==> config.mk <==
export PLATFORM = sky130hd
export DESIGN_NAME = imem_loader
export DESIGN_NICKNAME = d
export VERILOG_FILES = /design/src/rtl/imem_loader.sv
export SDC_FILE = /design/constraint.sdc
export NUM_CORES = 1
export LEC_CHECK = 0
export BUFFER_PORTS_ARGS = -buffer_cell sky130_fd_sc_hd__buf_2
export CORE_ASPECT_RATIO = 1.2
export CORE_UTILIZATION = 50
export CTS_CLUSTER_SIZE = 12
export DETAILED_ROUTE_END_ITERATION = 10
export PLACE_DENSITY = 0.76
export RECOVER_POWER = 25
export SETUP_SLACK_MARGIN = 0.3
export SYNTH_ARGS = -nofsm -noshare
export SYNTH_HDL_FRONTEND = slang
export SYNTH_SLANG_ARGS = --single-unit
export TNS_END_PERCENT = 5
==> constraint.sdc <==
create_clock -name clk -period 1.7 [get_ports clk]
set_input_delay 0.085 -clock clk [delete_from_list [all_inputs] [get_ports clk]]
set_output_delay 0.085 -clock clk [all_outputs]
set_load 0.005 [all_outputs]
==> src/rtl/imem_loader.sv <==
// Byte-stream loader: frames of SYNC, LEN_LO, LEN_HI, LEN*4 data bytes, optional checksum,
// written as little-endian words into instruction memory. Define LOADER_CHECKSUM_EN for checksum.
module imem_loader #(
  parameter int unsigned ADDR_W    = 6,
  parameter logic [7:0]  SYNC_BYTE = 8'hA5
) (
  input  logic        clk,
  input  logic        reset_n,
  input  logic [7:0]  rx_data,
  input  logic        rx_valid,
  output logic        mem_we,
  output logic [31:0] mem_addr,
  output logic [31:0] mem_wdata,
  output logic        cpu_hold,
  output logic        load_done,
  output logic        load_err
);

  localparam logic [31:0] Depth = 32'(1) << ADDR_W;

  typedef enum logic [2:0] {
    StIdle,
    StLenLo,
    StLenHi,
    StData,
`ifdef LOADER_CHECKSUM_EN
    StCsum,
`endif
    StDone,
    StErr
  } state_e;

  state_e            r_state, w_state_nxt;
  logic [15:0]       r_len, w_len_nxt;
  logic [ADDR_W:0]   r_idx, w_idx_nxt;
  logic [1:0]        r_bcnt, w_bcnt_nxt;
  logic [23:0]       r_word, w_word_nxt;
  logic              r_mem_we, w_mem_we_nxt;
  logic [31:0]       r_mem_addr, w_mem_addr_nxt;
  logic [31:0]       r_mem_wdata, w_mem_wdata_nxt;
  logic              r_cpu_hold, w_cpu_hold_nxt;
  logic              r_load_done, w_load_done_nxt;
  logic              r_load_err, w_load_err_nxt;
`ifdef LOADER_CHECKSUM_EN
  logic [7:0]        r_csum, w_csum_nxt;
`endif

  logic [15:0]       w_len_rx;
  logic [ADDR_W:0]   w_idx_inc;

  assign w_len_rx  = {rx_data, r_len[7:0]};
  assign w_idx_inc = r_idx + (ADDR_W+1)'(1);

  always_comb begin
    w_state_nxt     = r_state;
    w_len_nxt       = r_len;
    w_idx_nxt       = r_idx;
    w_bcnt_nxt      = r_bcnt;
    w_word_nxt      = r_word;
    w_mem_we_nxt    = 1'b0;
    w_mem_addr_nxt  = r_mem_addr;
    w_mem_wdata_nxt = r_mem_wdata;
    w_cpu_hold_nxt  = r_cpu_hold;
    w_load_done_nxt = r_load_done;
    w_load_err_nxt  = r_load_err;
`ifdef LOADER_CHECKSUM_EN
    w_csum_nxt      = r_csum;
`endif
    if (rx_valid) begin
      case (r_state)
        StIdle, StDone, StErr: begin
          if (rx_data == SYNC_BYTE) begin
            w_state_nxt     = StLenLo;
            w_cpu_hold_nxt  = 1'b1;
            w_load_done_nxt = 1'b0;
            w_load_err_nxt  = 1'b0;
            w_idx_nxt       = '0;
            w_bcnt_nxt      = '0;
`ifdef LOADER_CHECKSUM_EN
            w_csum_nxt      = '0;
`endif
          end
        end
        StLenLo: begin
          w_len_nxt   = {r_len[15:8], rx_data};
          w_state_nxt = StLenHi;
        end
        StLenHi: begin
          w_len_nxt = w_len_rx;
          if (w_len_rx == 16'd0) begin
`ifdef LOADER_CHECKSUM_EN
            w_state_nxt     = StCsum;
`else
            w_state_nxt     = StDone;
            w_cpu_hold_nxt  = 1'b0;
            w_load_done_nxt = 1'b1;
`endif
          end else if (32'(w_len_rx) > Depth) begin
            // Rejected before any write, so the index can never overflow the memory.
            w_state_nxt    = StErr;
            w_load_err_nxt = 1'b1;
          end else begin
            w_state_nxt = StData;
          end
        end
        StData: begin
          w_word_nxt = {rx_data, r_word[23:8]};
          w_bcnt_nxt = r_bcnt + 2'd1;
`ifdef LOADER_CHECKSUM_EN
          w_csum_nxt = r_csum + rx_data;
`endif
          if (r_bcnt == 2'd3) begin
            w_mem_we_nxt    = 1'b1;
            w_mem_wdata_nxt = {rx_data, r_word};
            w_mem_addr_nxt  = {{(30-ADDR_W){1'b0}}, r_idx[ADDR_W-1:0], 2'b00};
            w_idx_nxt       = w_idx_inc;
            if (16'(w_idx_inc) == r_len) begin
`ifdef LOADER_CHECKSUM_EN
              w_state_nxt     = StCsum;
`else
              w_state_nxt     = StDone;
              w_cpu_hold_nxt  = 1'b0;
              w_load_done_nxt = 1'b1;
`endif
            end
          end
        end
`ifdef LOADER_CHECKSUM_EN
        StCsum: begin
          if (rx_data == r_csum) begin
            w_state_nxt     = StDone;
            w_cpu_hold_nxt  = 1'b0;
            w_load_done_nxt = 1'b1;
          end else begin
            w_state_nxt    = StErr;
            w_load_err_nxt = 1'b1;
          end
        end
`endif
        default: w_state_nxt = StIdle;
      endcase
    end
  end

  always_ff @(posedge clk or negedge reset_n) begin
    if (!reset_n) begin
      r_state     <= StIdle;
      r_len       <= '0;
      r_idx       <= '0;
      r_bcnt      <= '0;
      r_word      <= '0;
      r_mem_we    <= 1'b0;
      r_mem_addr  <= '0;
      r_mem_wdata <= '0;
      r_cpu_hold  <= 1'b0;
      r_load_done <= 1'b0;
      r_load_err  <= 1'b0;
`ifdef LOADER_CHECKSUM_EN
      r_csum      <= '0;
`endif
    end else begin
      r_state     <= w_state_nxt;
      r_len       <= w_len_nxt;
      r_idx       <= w_idx_nxt;
      r_bcnt      <= w_bcnt_nxt;
      r_word      <= w_word_nxt;
      r_mem_we    <= w_mem_we_nxt;
      r_mem_addr  <= w_mem_addr_nxt;
      r_mem_wdata <= w_mem_wdata_nxt;
      r_cpu_hold  <= w_cpu_hold_nxt;
      r_load_done <= w_load_done_nxt;
      r_load_err  <= w_load_err_nxt;
`ifdef LOADER_CHECKSUM_EN
      r_csum      <= w_csum_nxt;
`endif
    end
  end

  assign mem_we    = r_mem_we;
  assign mem_addr  = r_mem_addr;
  assign mem_wdata = r_mem_wdata;
  assign cpu_hold  = r_cpu_hold;
  assign load_done = r_load_done;
  assign load_err  = r_load_err;

endmodule
## Yosys cells after proc, flatten, opt, wreduce, memory -nomap -nowiden

Cells that the tools add are included.

- Input bits: 11
- Logic and storage cells: 74
- Register bits after elaboration: 94

- $lt $le $gt $ge: 1
- Reductions and logical operators: 15
- Muxes and demuxes: 28
- Add/subtract/negate cells: 2
- Eq/ne operators: 14
- Bitwise logic cells: 2

Operators by type and width:

| operator | number |
|---|---|
| one-hot mux 16 bit (2 select lines) | 1 |
| equality test 7 x 16 -> 1 bit | 1 |
| greater-than comparator 16 x 7 -> 1 bit, second input constant | 1 |
| logical NOT 16 bit | 1 |
| 2-to-1 mux 3 bit | 5 |
| 2-to-1 mux 7 bit | 2 |
| one-hot mux 7 bit (2 select lines) | 1 |
| 2-to-1 mux 1 bit | 13 |
| != test 2 bit, second input constant | 6 |
| one-hot mux 3 bit (4 select lines) | 1 |
| AND reduction 3 bit | 4 |
| equality test 8 bit, second input constant | 1 |
| AND reduction 4 bit | 2 |
| adder 7 x 1 -> 7 bit, second input constant | 1 |
| equality test 3 x 2 -> 1 bit, second input constant | 2 |
| equality test 3 bit, second input constant | 2 |
| one-hot mux 1 bit (3 select lines) | 2 |
| AND reduction 6 bit | 1 |
| AND reduction 5 bit | 1 |
| one-hot mux 2 bit (2 select lines) | 1 |
| nonzero test 2 bit | 2 |
| equality test 3 x 1 -> 1 bit, second input constant | 1 |
| logical NOT 3 bit | 1 |
| nonzero test 3 bit | 1 |
| other kinds (7) | 8 |

## Depth between registers and ports, before layout

Gate-level depths: netlist (run 1).

- Word-level depth: 5
- Mapped depth: 8
- Gate-level depth less buffers: 6

## Worst setup path before layout (run 1)

No wires, ideal clock.

- Path type: flip-flop to flip-flop
- From: register r_idx[0]
- To: register r_state[0]
- Cell stages (with the launch flop): 7
- Data required time: 1.552 ns
- Arrival time: 1.605 ns
- Setup slack: -0.052 ns
- Buffers on the path: 0
- Library setup time: 0.148 ns
- Path through: dfrtp_1 ha_1 and3_2 a31oi_1 o2111ai_1 a211oi_4 a311oi_1

- Cells in the longest elaborated chain, start to end: 4

Ends and longest elaborated chain:

| what | RTL line | RTL |
|---|---|---|
| start: declaration | 35 | `logic [ADDR_W:0] r_idx, w_idx_nxt;` |
| start signal: assignment | 164 | `r_idx <= w_idx_nxt;` |
| adder 7 x 1 -> 7 bit | 52 | `assign w_idx_inc = r_idx + (ADDR_W+1)'(1);` |
| equality test 7 x 16 -> 1 bit | 117 | `if (16'(w_idx_inc) == r_len) begin` |
| != test 2 bit (no source line) | - |  |
| AND reduction 4 bit (no source line) | - |  |
| end signal: assignment | 147 | `r_state <= StIdle;` |
| end signal: assignment | 162 | `r_state <= w_state_nxt;` |
| end: declaration | 33 | `state_e r_state, w_state_nxt;` |

Every way passes these cells.
A chain may end at the register's enable or synchronous reset.

## Worst setup path after layout (run 1)

- From: register r_idx[1]
- To: register r_state[0]

The elaborated chain is that of the path after synthesis.

==> qor.csv, run 1 <==
metric,value,unit
cap_viol_max_count,0,
synth_area_per_cell,9.48,µm²
fin_skew,15.2,ps
grt_overflow,0,
r2r-end,r_state[0],
drive_gt1_frac,0.280,
clock_sinks,94,
die_x,86.5,µm
yosysSeqAreaShare,0.549,
required,1940,ps
leakagePower,2.77,nW
wl_met3,332,µm
synthTopCellsByArea,"dfrtp_1 55%, nand2_1 18%, buf_4 4.7%",
cp-start-kind,register,
antenna_left,0,
wire_per_inst,13.9,µm
drt_iter0_markers,149,
portBuffers,52,
rrSetupSlack,-100,ps
cp-end-kind,register,
synth_top_area_share,0.549,
critical_path.max_fanout,5,
p_clk_frac,0.189,
area_growth,20.2,%
seqCellArea,2350,µm²
switching_share,0.357,
antenna_found_initial,0,
cts_root_buf,clkbuf_8,
irDropWorstVdd,741,µV
grt_max_degree,45,
fill_cells,703,
ys_ff_latch,94,
cts_tree,yes,
syn_area,4280,µm²
track_usage,0.217,
io_pins,79,
numCtsBuffers,9,
worstRegToRegCells,6,
finalWirelength,9120,µm
finalHoldViolCount,0,
tns,-255,ps
path_class,reg -> reg,
dieArea,8940,µm²
placementRows,36,
yosysMostFrequentCell,nand2_1,
power_density,1440,nW/µm²
met1_length,4130,µm
pwr-share-comb,0.340,
hold_path_class,in -> reg,
vias,3258,
grt_pass1_vias,3064,
routed-wl-met2,4490,µm
post-route-drc-count,0,
power.net_switching,2.65,mW
clock_path_buffers,2,
post-route-min-period,1800,ps
worstMarginPinSlew,1070,ps
cp_data_arrival_time,2040,ps
rsz0062_at_grt,yes,
vias_per_cell,4.98,
hpwlAfterDp,6290,µm
final_nets,548,
seqPwrFrac,0.470,
async_reset_ff_frac,1.00,
gp_congestion,0.841,
status,"complete, but fails checks",
p_int,4.78,mW
ys_types,55,
drt-pass1-iter-count,4,
timing.final.crit_share,1.06,
start_util,0.522,
clkLatencyLatePin,380,ps
slew_headroom,0.289,
yosysTopAreaCell,dfrtp_1,
violations,setup timing,
finalPower,7.43,mW
synth-main-ff-cell,dfrtp_1,
drv_slew,0,
worst_r2r_startpoint,r_idx[1],
hold_path_startpoint,rx_data[2],
multiInputGateArea,1840,µm²
top_layer_used,met4,
synth_cells,452,
hold_depth,3,
htreeDepth,3,
core-area,8200,µm²
clk_pin_slew,90,ps
synth_edf_count,0,
grt_pass1_wl,14700,µm
ys_top_cells_by_count,"200 x nand2_1, 94 x dfrtp_1, 27 x buf_4, 16 x mux2_2, 8 x nor2_1",
holdPathEnd,mem_wdata[26],
n_antenna_cell,0,
setup_viol,5,
fmax,555,MHz
yosys_warnings,0,
die_height,103,µm
layout_setup_ws,-102,ps
[cells by family (layout without fill, tap and decap cells)]
logic type | after synthesis | in the layout | share of synthesized area
xor gates and xnor gates | 7 | 7 | 0.0143
adders and majority gates | 2 | 2 | 0.00584
AOI/OAI and AO/OA | 39 | 39 | 0.0669
and+or+nand+nor | 240 | 240 | 0.240
other | 1 | 26 | 0.000876
muxes | 18 | 18 | 0.0467
buffers and inverters | 51 | 114 | 0.0757
DFF | 94 | 94 | 0.549
[stage by stage]
step | util | hold slack (ps) | cell area (µm²) | std cells | worst slack (ps)
after floorplan | - | -211 | 4400 | 477 | 24.3
after global placement | 0.584 | 110 | 4790 | 633 | -80.5
after detailed placement | 0.584 | 116 | 4790 | 633 | -126
after CTS | 0.622 | 8.69 | 5100 | 654 | -57.2
after global routing | 0.628 | 16.5 | 5150 | 654 | -130
final | 0.628 | 9.37 | 5150 | 654 | -102
[state kept, by name, indices dropped and copies added (netlist names)]
register,flops
load_err,1
r_state,3
r_word,24
mem_wdata,32
r_idx,7
load_done,1
r_bcnt,2
mem_we,1
cpu_hold,1
r_len,16
mem_addr,6
[layout make-up]
class                   instances  area share
clock inverters                 7      0.0129
inverters                       5     0.00389
clock buffers                   9      0.0241
flip-flops and latches         94       0.457
well taps                     114      0.0277
multi-input cells             332       0.357
repair buffers                 93       0.117
[how the worst max path moves through the flow]
stage / from / end / slack [ps]
2_1_floorplan: r_idx[0] / r_state[0] / 20
3_3_place_gp: r_idx[0] / r_state[0] / -80
3_5_place_dp: r_idx[1] / r_state[0] / -130
4_1_cts: r_idx[0] / r_state[0] / -60
5_1_grt: r_idx[0] / r_state[0] / -130
6_report: r_idx[1] / r_state[0] / -100
[cells in the final DEF, fill, tap and decap left out, types with 3 or more instances in the layout]
cell type	synthesis	final
conb_1	1	26
xor2_1	3	3
nand3_1	3	3
nor2_1	8	8
o21ai_2	0	3
clkbuf_8	0	9
o2111ai_2	0	3
a21oi_1	3	3
mux2_2	16	8
a31oi_1	3	3
o21ai_1	6	8
inv_1	4	4
buf_4	27	30
dfrtp_1	94	93
dlygate4sd3_1	0	4
buf_6	3	5
nand2_1	200	198
o31ai_1	4	4
mux2_4	0	8
xnor2_1	4	3
nor3_2	1	3
buf_2	6	51
nor4_1	5	3
[routing by layer]
layer	track usage	vias up
met5	0	-
met3	0.0286	13
met1	0.288	1574
met4	0.103	0
li1	-	1588
met2	0.358	83
[critical path: stages, from the launching register on]
cell       delay (ps)
dfrtp_1           440
ha_4              300
xnor2_2           100
and4_1            210
o2111ai_2         120
a211oi_4          320
a311oi_1          160
[power by group through the flow]
stage | Clock [mW] | Combinational, mW | Sequential [mW]
after detailed placement | 0 | 2.27 | 3.50
after global placement | 0 | 2.17 | 3.46
after floorplan | 0 | 1.42 | 3.46
after global routing | 1.52 | 2.82 | 3.58
after CTS | 1.44 | 2.42 | 3.48
final | 1.41 | 2.53 | 3.49
[repair_timing]
item / CTS / global route
hold buffers: 4 / 0
gates resized for setup: 23 / 17
hold endpoints to repair: 47 / 0
buffers inserted: 1 / 0
pin swaps: 12 / 11
endpoints found under the setup margin: 68 / 85
(Power assumes the default switching activity.)
==> run 2, diff against run 1 <==
--- a/config.mk
+++ b/config.mk
@@ -10,6 +10,7 @@
 export CORE_UTILIZATION = 50
 export CTS_CLUSTER_SIZE = 12
 export DETAILED_ROUTE_END_ITERATION = 10
+export HOLD_SLACK_MARGIN = 0.06
 export PLACE_DENSITY = 0.76
 export RECOVER_POWER = 25
 export SETUP_SLACK_MARGIN = 0.3
==> run 2 against run 1 <==
- the flow still finishes with violations (setup timing)
- critical path depth is the same
- combinational power barely moved
- sequential power barely moved
- hold slack gained 66 ps
- worst setup slack better by 16 ps
- via count increased by 2.4%
- clock power barely moved
- sequential cell count unchanged
- die area stayed put
- cell area is 1.7% higher
- critical path type unchanged
- critical endpoint unchanged
- largest cell class unchanged
==> qor.csv, run 2 (synthesized netlist as in run 1, its figures left out) <==
metric,value,unit,change
status,"complete, but fails checks",,unchanged
violations,setup timing,,unchanged
grt_pass1_vias,3123,,"was 3,064"
slew_headroom,0.287,,was 0.289
drive_gt1_frac,0.275,,was 0.280
setup_viol,4,,was 5
drt-pass1-iter-count,4,,unchanged
dp_slack,-126,ps,unchanged
final_core_util,0.639,,was 0.628
timing.final.crit_share,1.05,,was 1.06
numCtsBuffers,9,,unchanged
vias_per_cell,5.03,,was 4.98
crit_family,compound AO/OA/AOI/OAI gates,,unchanged
cts_root_buf,clkbuf_8,,unchanged
post-route-min-period,1790,ps,was 1800 ps
grt_max_degree,45,,unchanged
power_density,1420,nW/µm²,was 1440 nW/µm²
cp_data_arrival_time,2010,ps,was 2040 ps
gp_congestion,0.841,,unchanged
grt_pass1_wl,15000,µm,"was 14,700 µm"
worstRegToRegCells,6,,unchanged
placementRows,36,,unchanged
path_class,reg -> reg,,unchanged
wire_per_inst,14.2,µm,was 13.9 µm
cp_num_buf_inv,0,,unchanged
drv_slew,0,,unchanged
die_x,86.5,µm,unchanged
cap_viol_max_count,0,,unchanged
final_common_cell,nand2_1,,unchanged
irDropWorstVdd,754,µV,was 741 µV
grt_overflow,0,,unchanged
post-route-drc-count,0,,unchanged
cp.depth,6,,unchanged
core-area,8200,µm²,unchanged
largest_reg_flops,32,,unchanged
clk_pin_slew,100,ps,was 90 ps
cp_cell_sequence,"ha_4, xnor2_2, and4_1, o2111ai_2, a211oi_4, a311oi_1",,unchanged
hpwlAfterDp,6290,µm,unchanged
finalWirelength,9410,µm,was 9120 µm
hold_path_class,in -> reg,,unchanged
portBuffers,52,,unchanged
io_pins,79,,unchanged
clkLatencyLatePin,370,ps,was 380 ps
critical_path.max_fanout,5,,unchanged
rsz0062_at_grt,yes,,unchanged
fill_cells,692,,was 703
antenna_left,0,,unchanged
htreeDepth,3,,unchanged
cpMaxStageDelayCell,dfrtp_1,,unchanged
clock_sinks,94,,unchanged
required,1930,ps,was 1940 ps
dieArea,8940,µm²,unchanged
layout_setup_ws,-85.5,ps,was -102 ps
leakagePower,2.81,nW,was 2.77 nW
fmax,560,MHz,was 555 MHz
finalPower,7.45,mW,was 7.43 mW
clock_path_buffers,2,,unchanged
cp-start-kind,register,,unchanged
antenna_found_initial,0,,unchanged
track_usage,0.222,,was 0.217
cts_tree,yes,,unchanged
worstMarginPinSlew,1070,ps,about the same
die_height,103,µm,unchanged
final_nets,557,,was 548
hold_depth,4,,was 3
slowest_delay,440,ps,about the same
start_util,0.522,,unchanged
tns,-162,ps,was -255 ps
fin_skew,11.9,ps,was 15.2 ps
n_antenna_cell,0,,unchanged
vias,3336,,"was 3,258"
most-common-layout-cells,"198 x nand2_1, 93 x dfrtp_1, 51 x buf_2",,unchanged
finalHoldViolCount,0,,unchanged
cp-end-kind,register,,unchanged
drt_iter0_markers,125,,was 149
area_growth,22.3,%,was 20.2%
fin_hold_ws,74.9,ps,was 9.37 ps
-- run 2: cell types whose count changed in the layout (fill, tap and decap cells not counted), sizes merged --
cell	previous run	this run
dlygate4sd3	4	13
-- run 2: what timing repair did --
| item | 4_1_cts | 5_1_grt |
|---|---|---|
| gates resized for setup | 23 | 16 |
| endpoints found under the setup margin | 68 | 85 |
| hold endpoints to repair | 57 | 0 |
| setup buffers | 1 | 0 |
| pin swaps | 12 | 11 |
| hold buffers | 13 | 0 |
-- run 2: path summary, 6_finish.rpt --
kind | startpoint | to | slack [ps]
min in group asynchronous | reset_n | cpu_hold | 430
worst max-delay path | r_idx[1] | r_state[0] | -90
worst min register to register | mem_wdata[0] | mem_wdata[0] | 470
worst min-delay path | rx_data[6] | mem_wdata[30] | 70
worst max register to register | r_idx[1] | r_state[0] | -90
max in group asynchronous | reset_n | mem_addr[4] | 180
-- run 2: metal layers --
| metal | vias to the layer above | GRT usage | wire length, µm |
|---|---|---|---|
| li1 | 1610 | - | - |
| met3 | 14 | 0.0286 | 318 |
| met2 | 87 | 0.363 | 4580 |
| met5 | - | 0 | 0 |
| met1 | 1625 | 0.294 | 4260 |
| met4 | 0 | 0.112 | 249 |
-- run 2: power breakdown --
part	leakage (nW)	internal, mW	switching (mW)
Clock	0.0949	0.564	0.847
Combinational	1.49	1.24	1.30
Sequential	1.22	2.98	0.516
-- run 2: cell type report --
type | count | area [µm²] | share of cell area
Multi-Input combinational cell | 332 | 1840 | 0.351
Clock buffer | 9 | 124 | 0.0237
Inverter | 5 | 20.0 | 0.00382
Clock inverter | 7 | 66.3 | 0.0127
Timing Repair Buffer | 102 | 691 | 0.132
Tap cell | 114 | 143 | 0.0272
Sequential cell | 94 | 2350 | 0.449
-- run 2: through the flow --
stage          cells  area, µm²
2_1_floorplan    477       4400
3_3_place_gp     633       4790
3_5_place_dp     633       4790
4_1_cts          663       5190
5_1_grt          663       5240
6_report         663       5240
-- run 2: worst min-delay path, delay by kind of cell --
kind / cells / cell delay, ps
buffers and inverters: 2 / 230
and+or+nand+nor: 2 / 100
